**src/rtl/tube_pkg.sv**
```systemverilog
// Shared constants for the parasite-side tube front end: ctrl flag bit
// positions, address field layout and the access FSM encoding.
package tube_pkg;

    localparam int FLAG_S = 7;
    localparam int FLAG_T = 6;
    localparam int FLAG_P = 5;
    localparam int FLAG_V = 4;
    localparam int FLAG_M = 3;
    localparam int FLAG_J = 2;
    localparam int FLAG_I = 1;
    localparam int FLAG_Q = 0;

    localparam int DATA_BIT = 0;
    localparam int IDX_MSB  = 2;

    typedef enum logic [1:0] {
        ST_IDLE   = 2'd0,
        ST_ACCESS = 2'd1,
        ST_HOLD   = 2'd2
    } state_t;

endpackage

```
**src/rtl/p_irq_gen.sv**
```systemverilog
// Registered parasite IRQ/NMI generation from host control flags and FIFO
// status; outputs are active-low and update one cycle after their inputs.
module p_irq_gen (
    input  logic p_phi2,
    input  logic h_rst_b,
    input  logic flag_i,
    input  logic flag_j,
    input  logic flag_m,
    input  logic flag_v,
    input  logic hp_avail0,
    input  logic hp_avail2,
    input  logic hp_avail3,
    input  logic hp_r3_two_bytes,
    input  logic ph_r3_empty,
    output logic p_irq_b,
    output logic p_nmi_b
);

    always_ff @(posedge p_phi2 or negedge h_rst_b) begin
        if (!h_rst_b) begin
            p_irq_b <= 1'b1;
            p_nmi_b <= 1'b1;
        end else begin
            p_irq_b <= ~((flag_i & hp_avail0) | (flag_j & hp_avail3));
            // V selects whether R3 NMI waits for a two-byte transfer or any data
            p_nmi_b <= ~((flag_m & (flag_v ? hp_r3_two_bytes : hp_avail2)) |
                         (flag_m & ph_r3_empty));
        end
    end

endmodule

```
**src/rtl/p_regif.sv**
```systemverilog
// Parasite bus front end: one FIFO strobe per chip-select assertion, read data
// latch, per-register status bytes and the interrupt outputs.
//
//   state     | meaning
//   ST_IDLE   | waiting for cs low; captures address, direction and write data
//   ST_ACCESS | single strobe cycle; read data / status latched on its closing edge
//   ST_HOLD   | cs still low after the access; drive bus on reads, wait for cs high
module p_regif
    import tube_pkg::*;
#(
    parameter int NUM_REGS = 2 ** IDX_MSB
) (
    input  logic                                 p_phi2,
    input  logic                                 h_rst_b,
    input  logic                                 p_cs_b,
    input  logic                                 p_rdnw,
    input  logic [$clog2(2*NUM_REGS)-1:0]        p_addr,
    input  logic [7:0]                           p_data_in,
    input  logic [7:0]                           hp_data,
    input  logic [NUM_REGS-1:0]                  hp_avail,
    input  logic                                 hp_r3_two_bytes,
    input  logic [NUM_REGS-1:0]                  ph_not_full,
    input  logic                                 ph_r3_empty,
    input  logic [7:0]                           ctrl_flags,
    output logic [NUM_REGS-1:0]                  hp_select,
    output logic                                 hp_rdnw,
    output logic [NUM_REGS-1:0]                  ph_wr_select,
    output logic [7:0]                           ph_wr_data,
    output logic [7:0]                           p_data_out,
    output logic                                 p_data_oe,
    output logic                                 p_irq_b,
    output logic                                 p_nmi_b
);

    localparam int ADDR_W = $clog2(2 * NUM_REGS);
    localparam int IDX_W  = ADDR_W - 1;

    state_t              state;
    logic                rdnw_q;
    logic [ADDR_W-1:0]   addr_q;
    logic [IDX_W-1:0]    idx_in;
    logic [IDX_W-1:0]    idx_q;
    logic [NUM_REGS-1:0] sel_new;
    logic [7:0]          status_byte;
    logic                unused_flags;

    assign idx_in  = p_addr[ADDR_W-1:DATA_BIT+1];
    assign idx_q   = addr_q[ADDR_W-1:DATA_BIT+1];
    assign sel_new = NUM_REGS'(1) << idx_in;

    // Only register 0 carries the host control flags in its status byte
    assign status_byte = {hp_avail[idx_q], ph_not_full[idx_q],
                          (idx_q == '0) ? ctrl_flags[FLAG_P:FLAG_Q] : 6'b0};

    // The read side only ever pops, so the qualifier is permanently read
    assign hp_rdnw = 1'b1;

    assign unused_flags = ^ctrl_flags[FLAG_S:FLAG_T];

    always_ff @(posedge p_phi2 or negedge h_rst_b) begin
        if (!h_rst_b) begin
            state        <= ST_IDLE;
            rdnw_q       <= 1'b1;
            addr_q       <= '0;
            hp_select    <= '0;
            ph_wr_select <= '0;
            ph_wr_data   <= 8'h00;
            p_data_out   <= 8'h00;
            p_data_oe    <= 1'b0;
        end else begin
            hp_select    <= '0;
            ph_wr_select <= '0;
            case (state)
                ST_IDLE: begin
                    if (!p_cs_b) begin
                        addr_q     <= p_addr;
                        rdnw_q     <= p_rdnw;
                        ph_wr_data <= p_data_in;
                        state      <= ST_ACCESS;
                        if (p_addr[DATA_BIT]) begin
                            if (p_rdnw) hp_select    <= sel_new;
                            else        ph_wr_select <= sel_new;
                        end
                    end
                end
                ST_ACCESS: begin
                    if (rdnw_q) begin
                        p_data_out <= addr_q[DATA_BIT] ? hp_data : status_byte;
                    end
                    if (!p_cs_b) begin
                        state     <= ST_HOLD;
                        p_data_oe <= rdnw_q;
                    end else begin
                        state     <= ST_IDLE;
                        p_data_oe <= 1'b0;
                    end
                end
                ST_HOLD: begin
                    if (p_cs_b) begin
                        state     <= ST_IDLE;
                        p_data_oe <= 1'b0;
                    end
                end
                default: begin
                    state     <= ST_IDLE;
                    p_data_oe <= 1'b0;
                end
            endcase
        end
    end

    p_irq_gen u_irq_gen (
        .p_phi2          (p_phi2),
        .h_rst_b         (h_rst_b),
        .flag_i          (ctrl_flags[FLAG_I]),
        .flag_j          (ctrl_flags[FLAG_J]),
        .flag_m          (ctrl_flags[FLAG_M]),
        .flag_v          (ctrl_flags[FLAG_V]),
        .hp_avail0       (hp_avail[0]),
        .hp_avail2       (hp_avail[2]),
        .hp_avail3       (hp_avail[3]),
        .hp_r3_two_bytes (hp_r3_two_bytes),
        .ph_r3_empty     (ph_r3_empty),
        .p_irq_b         (p_irq_b),
        .p_nmi_b         (p_nmi_b)
    );

endmodule

```
**config.mk**
```make
export PLATFORM = sky130hd
export DESIGN_NAME = p_regif
export DESIGN_NICKNAME = d
export VERILOG_FILES = /design/src/rtl/tube_pkg.sv /design/src/rtl/p_irq_gen.sv /design/src/rtl/p_regif.sv
export SDC_FILE = /design/constraint.sdc
export NUM_CORES = 1
export LEC_CHECK = 0
export ABC_AREA = 1
export BUFFER_PORTS_ARGS = -buffer_cell sky130_fd_sc_hd__clkbuf_2
export CAP_MARGIN = 10
export CORE_ASPECT_RATIO = 0.5
export CORE_UTILIZATION = 40
export CTS_CLUSTER_DIAMETER = 50
export DETAILED_ROUTE_END_ITERATION = 10
export MAX_ROUTING_LAYER = met4
export PLACE_DENSITY = 0.74
export SYNTH_ARGS = -nofsm -noshare
export SYNTH_HDL_FRONTEND = slang
export SYNTH_SLANG_ARGS = --single-unit
```
**constraint.sdc**
```tcl
create_clock -name p_phi2 -period 1.2 [get_ports p_phi2]
set_input_delay 0.12 -clock p_phi2 [delete_from_list [all_inputs] [get_ports p_phi2]]
set_output_delay 0.12 -clock p_phi2 [all_outputs]
set_load 0.1 [all_outputs]
```
==> flow_metrics.tcl, run 1 <==
set metrics [dict create \
    status "completed" \
    switchingPower_uw 2740 \
    via_count 1355 \
    cts_sinks 33 \
    grt_max_degree 34 \
    fin_skew_ns 0.00168 \
    swShare 0.492 \
    ys_seq_elements 33 \
    critPathKind "flop to flop" \
    rr_worst_depth 4 \
    drv_cap 0 \
    wl_um 3580 \
    wl_per_cell_um 12.4 \
    path_clk_slew_ns 0.07 \
    nets 288 \
    utilization 0.740 \
    p_int_uw 2840 \
    clk_latency_ns 0.29 \
    dp_cells 278 \
    cts_max_level 2 \
    cts_setup_buffers 0 \
    cp_max_fo 5 \
    reg2reg_to "ph_wr_select[1]" \
    r2r-start "state[0]" \
    grt_pass1_wl_um 5710 \
    synth_top_area_cell "dfrtp_1" \
    ir_worst_vdd_mv 1.19 \
    grt_pass1_vias 1318 \
    gp_congestion 0.773 \
    drive_gt1_frac 0.363 \
    die-area_mm2 0.00375 \
    cts_tree "yes" \
    hp-class "input port to flop" \
    rsz0062_at_grt "true" \
    io_pins 69 \
    yosys-top-cells-area "dfrtp_1, nand2_1, dfstp_2, inv_1, nand3_1" \
    synth_warnings 0 \
    gr-usage-all-layers 0.215 \
    cp-start-kind "flop" \
    initial_utilization 0.443 \
    p_total_uw 5580 \
    syn-cell-area_mm2 0.00140 \
    row_count 14 \
    synthArstFlopShare 1.00 \
    clockBufferDepth 2 \
    cts_buffers 5 \
    critPathLaunch "state[0]" \
    vias_per_cell 4.70 \
    netlist.area_leader.share 0.537 \
    p_leak_uw 0.00125 \
    first_pass_iters 4 \
    period_share 0.959 \
    power_density_mw_per_mm2 2390 \
    synth_cell_types 15 \
    synth-edff-count 0 \
    worstSetupEndpoint "ph_wr_select[1]" \
    synth_most_common_cell "nand2_1" \
    comb_power_share 0.554 \
    core-area_mm2 0.00315 \
    tns_ns 0 \
    syn_area_per_cell_um2 8.27 \
    max_freq_ghz 0.869 \
    hold-worst-slack_ns 0.0255 \
    power_frac_seq 0.295 \
    antenna_left 0 \
    clockRootBuffer "clkbuf_8" \
    hold_viol 0 \
    syn_inst 169 \
    area_growth_pct 67.0 \
    worstPathRequired_ns 1.42 \
    syn_nets 210 \
    synthTopCellsByCount "nand2_1, dfrtp_1, inv_1, nor2_1" \
    place_hpwl_um 2580 \
    numPortBuffers 65 \
    cp-end-kind "flop" \
    ys.flop_type "dfrtp_1" \
    fin_crit_ns 1.15 \
    power.share.clock 0.151 \
    diodes 0 \
    r2r_slack_ns 0.05 \
    first_iter_violations 109 \
    drt_drc_violations_left 0 \
    die_width_um 85.6 \
    ys_seq_area_frac 0.594 \
    instances_no_fill 288 \
    crit_arrival_ns 1.37 \
    slew_violations 0 \
    die_h_um 43.8 \
    grt_remaining_overflow 0 \
    setup_viol 0 \
    grt_antenna_before_repair 0 \
]
worst max-delay path: stages (launching register included):
cell and delay (ns):
dfrtp_2 0.45, nor3_4 0.22, inv_2 0.06, or2_4 0.25, nor2_1 0.10
registers in the layout (all words and copies together) (netlist names):
register,cells
p_data_out,8
ph_wr_data,8
hp_select,4
ph_wr_select,4
addr_q,3
state,2
p_data_oe,1
rdnw_q,1
u_irq_gen.p_irq_b,1
u_irq_gen.p_nmi_b,1
cells by family (layout without fill, tap and decap cells):
kind of cell	after synthesis	in the layout	share of synthesized area
AOI/OAI and AO/OA	14	14	0.0528
buffers and inverters	19	98	0.0555
DFF	33	33	0.594
other	1	1	0.00268
and+or+nand+nor	102	102	0.295
repair_timing:
| action | in CTS | in global routing |
|---|---|---|
| endpoints found under the setup margin | 0 | 12 |
| endpoints found under the hold margin | 31 | 0 |
| resized for setup | 0 | 4 |
| hold buffers | 2 | 0 |
metal layers:
layer | GRT usage | wire (um) | vias up
met5 | - | 0 | -
met4 | 0.100 | 83 | 0
met3 | 0.0610 | 160 | 9
met2 | 0.374 | 1850 | 43
met1 | 0.234 | 1480 | 632
li1 | - | - | 671
through the flow:
step | worst slack (ns) | area (um2)
after floorplan | 0.00295 | 1400
after global placement | 0.0658 | 2210
after detailed placement | 0.00561 | 2210
after CTS | 0.000454 | 2320
after global routing | -0.0186 | 2330
final | 0.0493 | 2330
power groups by stage:
stage / Sequential [uW] / Combinational [uW] / Clock, uW
after floorplan: 3080 / 388 / 0
after global placement: 1660 / 3050 / 0
after detailed placement: 1660 / 3090 / 0
after CTS: 1650 / 3100 / 847
after global routing: 1680 / 3220 / 898
final: 1650 / 3090 / 841
placed cells by master, fill, tap and decap left out, drive strengths merged:
cell | Yosys | routed
dlygate4sd3 | 0 | 2
a21oi | 3 | 3
nor3 | 1 | 1
o21ai | 10 | 10
dfrtp | 30 | 30
or2 | 1 | 1
nand2 | 78 | 78
clkinv | 0 | 2
nor2 | 12 | 12
buf | 3 | 34
conb | 1 | 1
nand3 | 10 | 10
clkinvlp | 0 | 1
inv | 16 | 16
a22o | 1 | 1
clkbuf | 0 | 43
dfstp | 3 | 3
how the worst min path moves through the flow:
| stage | depth (start not counted) | slack [ns] | start | endpoint |
|---|---|---|---|---|
| floorplan | 0 | -0.18 | h_rst_b | addr_q[0] |
| global placement | 2 | 0.16 | h_rst_b | ph_wr_data[2] |
| detailed placement | 2 | 0.17 | h_rst_b | ph_wr_data[0] |
| CTS | 3 | 0.03 | p_data_in[0] | ph_wr_data[0] |
| global route | 3 | 0.04 | p_data_in[5] | ph_wr_data[5] |
| finish | 3 | 0.03 | p_data_in[1] | ph_wr_data[1] |
final cells by class:
class	count	area, um2
Sequential cell	33	831
Fill cell	214	820
Timing Repair Buffer	74	803
Multi-Input combinational cell	117	503
Clock buffer	5	68.8
Inverter	16	60.1
Tap cell	40	50.0
Clock inverter	3	17.5
(Power assumes the default switching activity.)
==> run 2, diff against run 1 <==
Settings changed: CELL_PAD_IN_SITES_DETAIL_PLACEMENT set to 1, CELL_PAD_IN_SITES_GLOBAL_PLACEMENT set to 1, CORE_UTILIZATION 40 to 28.
==> run 2 against run 1 <==
  * The flow now finishes with violations (negative setup slack)
  * Core utilization shrank 21 points
  * Worst setup slack got worse by 0.055 ns
  * Critical path type unchanged
  * Final cell count grew 11%
==> flow_metrics.tcl, run 2 (synthesis gave the netlist of run 1 again) <==
set metrics [dict create \
    status "complete, but fails checks" \
    violations "negative setup slack" \
    via_count 1396 \
    place_ws_ns 0.0252 \
    rsz0062_at_grt "true" \
    cts_buffers 5 \
    grt_pass1_wl_um 6840 \
    area_growth_pct 75.8 \
    numPortBuffers 65 \
    p_leak_uw 0.00128 \
    drive_gt1_frac 0.391 \
    gp_congestion 0.708 \
    rr_worst_depth 4 \
    reg_top3 "p_data_out x8, ph_wr_data x8" \
    nets 293 \
    first_pass_iters 4 \
    cts_sinks 33 \
    nFillCells 540 \
    p_total_uw 5910 \
    gr-usage-all-layers 0.179 \
    cp_max_fo 5 \
    first_iter_violations 29 \
    place_hpwl_um 3170 \
    hold_viol 0 \
    cp-start-kind "flop" \
    clk_latency_ns 0.28 \
    initial_utilization 0.304 \
    vias_per_cell 4.38 \
    drt_drc_violations_left 0 \
    diodes 0 \
    grt_max_degree 34 \
    cts_tree "yes" \
    slew_violations 0 \
    wl_um 4160 \
    period_share 1.00 \
    io_pins 69 \
    die_width_um 102 \
    seq_area_um2 832 \
    fin_skew_ns 0.00387 \
    die_h_um 52.0 \
    grt_antenna_before_repair 0 \
    power_density_mw_per_mm2 2410 \
    setup_ws_ns -0.00562 \
    clockBufferDepth 2 \
    grt_remaining_overflow 0 \
    hp-class "input port to flop" \
    clockRootBuffer "clkbuf_8" \
    layout_commonest_cell "nand2_1" \
    drv_cap 0 \
    cts_max_level 2 \
    multi_input_comb_area_um2 522 \
    min_path_cells 3 \
    crit_arrival_ns 1.42 \
    row_count 17 \
    layout_common_cells "nand2_1, clkbuf_2, dfrtp_1, buf_12, inv_1" \
    r2r_slack_ns -0.006 \
    die-area_mm2 0.00529 \
    worstPathRequired_ns 1.42 \
    hold-worst-slack_ns 0.0384 \
    cp-end-kind "flop" \
    path_clk_slew_ns 0.07 \
    wl_per_cell_um 13.1 \
    setup_viol 2 \
    core-area_mm2 0.00459 \
    ir_worst_vdd_mv 1.14 \
    max_freq_ghz 0.829 \
    fin_crit_ns 1.21 \
    critPathKind "flop to flop" \
    grt_pass1_vias 1497 \
    antenna_left 0 \
]
run 2: cell types whose count changed in the layout (fill, tap and decap cells not counted), moves of 2 or more:
cell and delta:
buf_4 +4, nand3_2 -2, o21ai_0 -2, nor2_1 -2, clkinv_2 -2
run 2: stage by stage:
| stage | TNS [ns] | utilization | cell area [um2] | std cells |
|---|---|---|---|---|
| finish | -0.00593 | 0.535 | 2460 | 319 |
| global route | -0.581 | 0.535 | 2460 | 319 |
| CTS | -0.0000305 | 0.523 | 2400 | 316 |
| detailed placement | 0 | 0.492 | 2260 | 306 |
| global placement | 0 | 0.492 | 2260 | 306 |
| floorplan | 0 | - | 1400 | 169 |
run 2: area by class of cell:
type	instances	area share
multi-input cells	117	0.212
clock inverters	1	0.0122
inverters	16	0.0244
well taps	66	0.0336
clock buffers	7	0.0351
repair buffers	79	0.344
flip-flops and latches	33	0.339
run 2: critical path: stages, from the launching register on:
cell,delay (ns)
dfrtp_2,0.45
nor3_4,0.28
inv_2,0.06
or2_4,0.26
nor2_2,0.09
run 2: final timing paths:
path / start / end
worst max-delay path: state[0] / ph_wr_select[2]
worst min-delay path: p_data_in[2] / ph_wr_data[2]
worst max register to register: state[0] / ph_wr_select[2]
worst min register to register: rdnw_q / rdnw_q
max in group asynchronous: h_rst_b / u_irq_gen.p_irq_b
min in group asynchronous: h_rst_b / hp_select[1]
run 2: layer usage:
| metal | vias up | routed length [um] | global-route usage |
|---|---|---|---|
| met4 | 0 | 53 | 0.0643 |
| li1 | 682 | - | - |
| met1 | 677 | 1690 | 0.183 |
| met5 | - | 0 | - |
| met2 | 31 | 2260 | 0.345 |
| met3 | 6 | 153 | 0.0376 |
run 2: what timing repair did:
| action | in CTS | in global routing |
|---|---|---|
| endpoints found under the hold margin | 31 | 0 |
| setup buffers | 0 | 3 |
| endpoints found under the setup margin | 1 | 20 |
| hold buffers | 2 | 0 |
| pin swaps | 0 | 1 |
| gates resized for setup | 1 | 13 |
run 2: power by group:
part           leakage [uW]  switching [uW]  internal, uW
Sequential         0.000417             283          1370
Clock             0.0000585             401           677
Combinational      0.000810            2070          1100
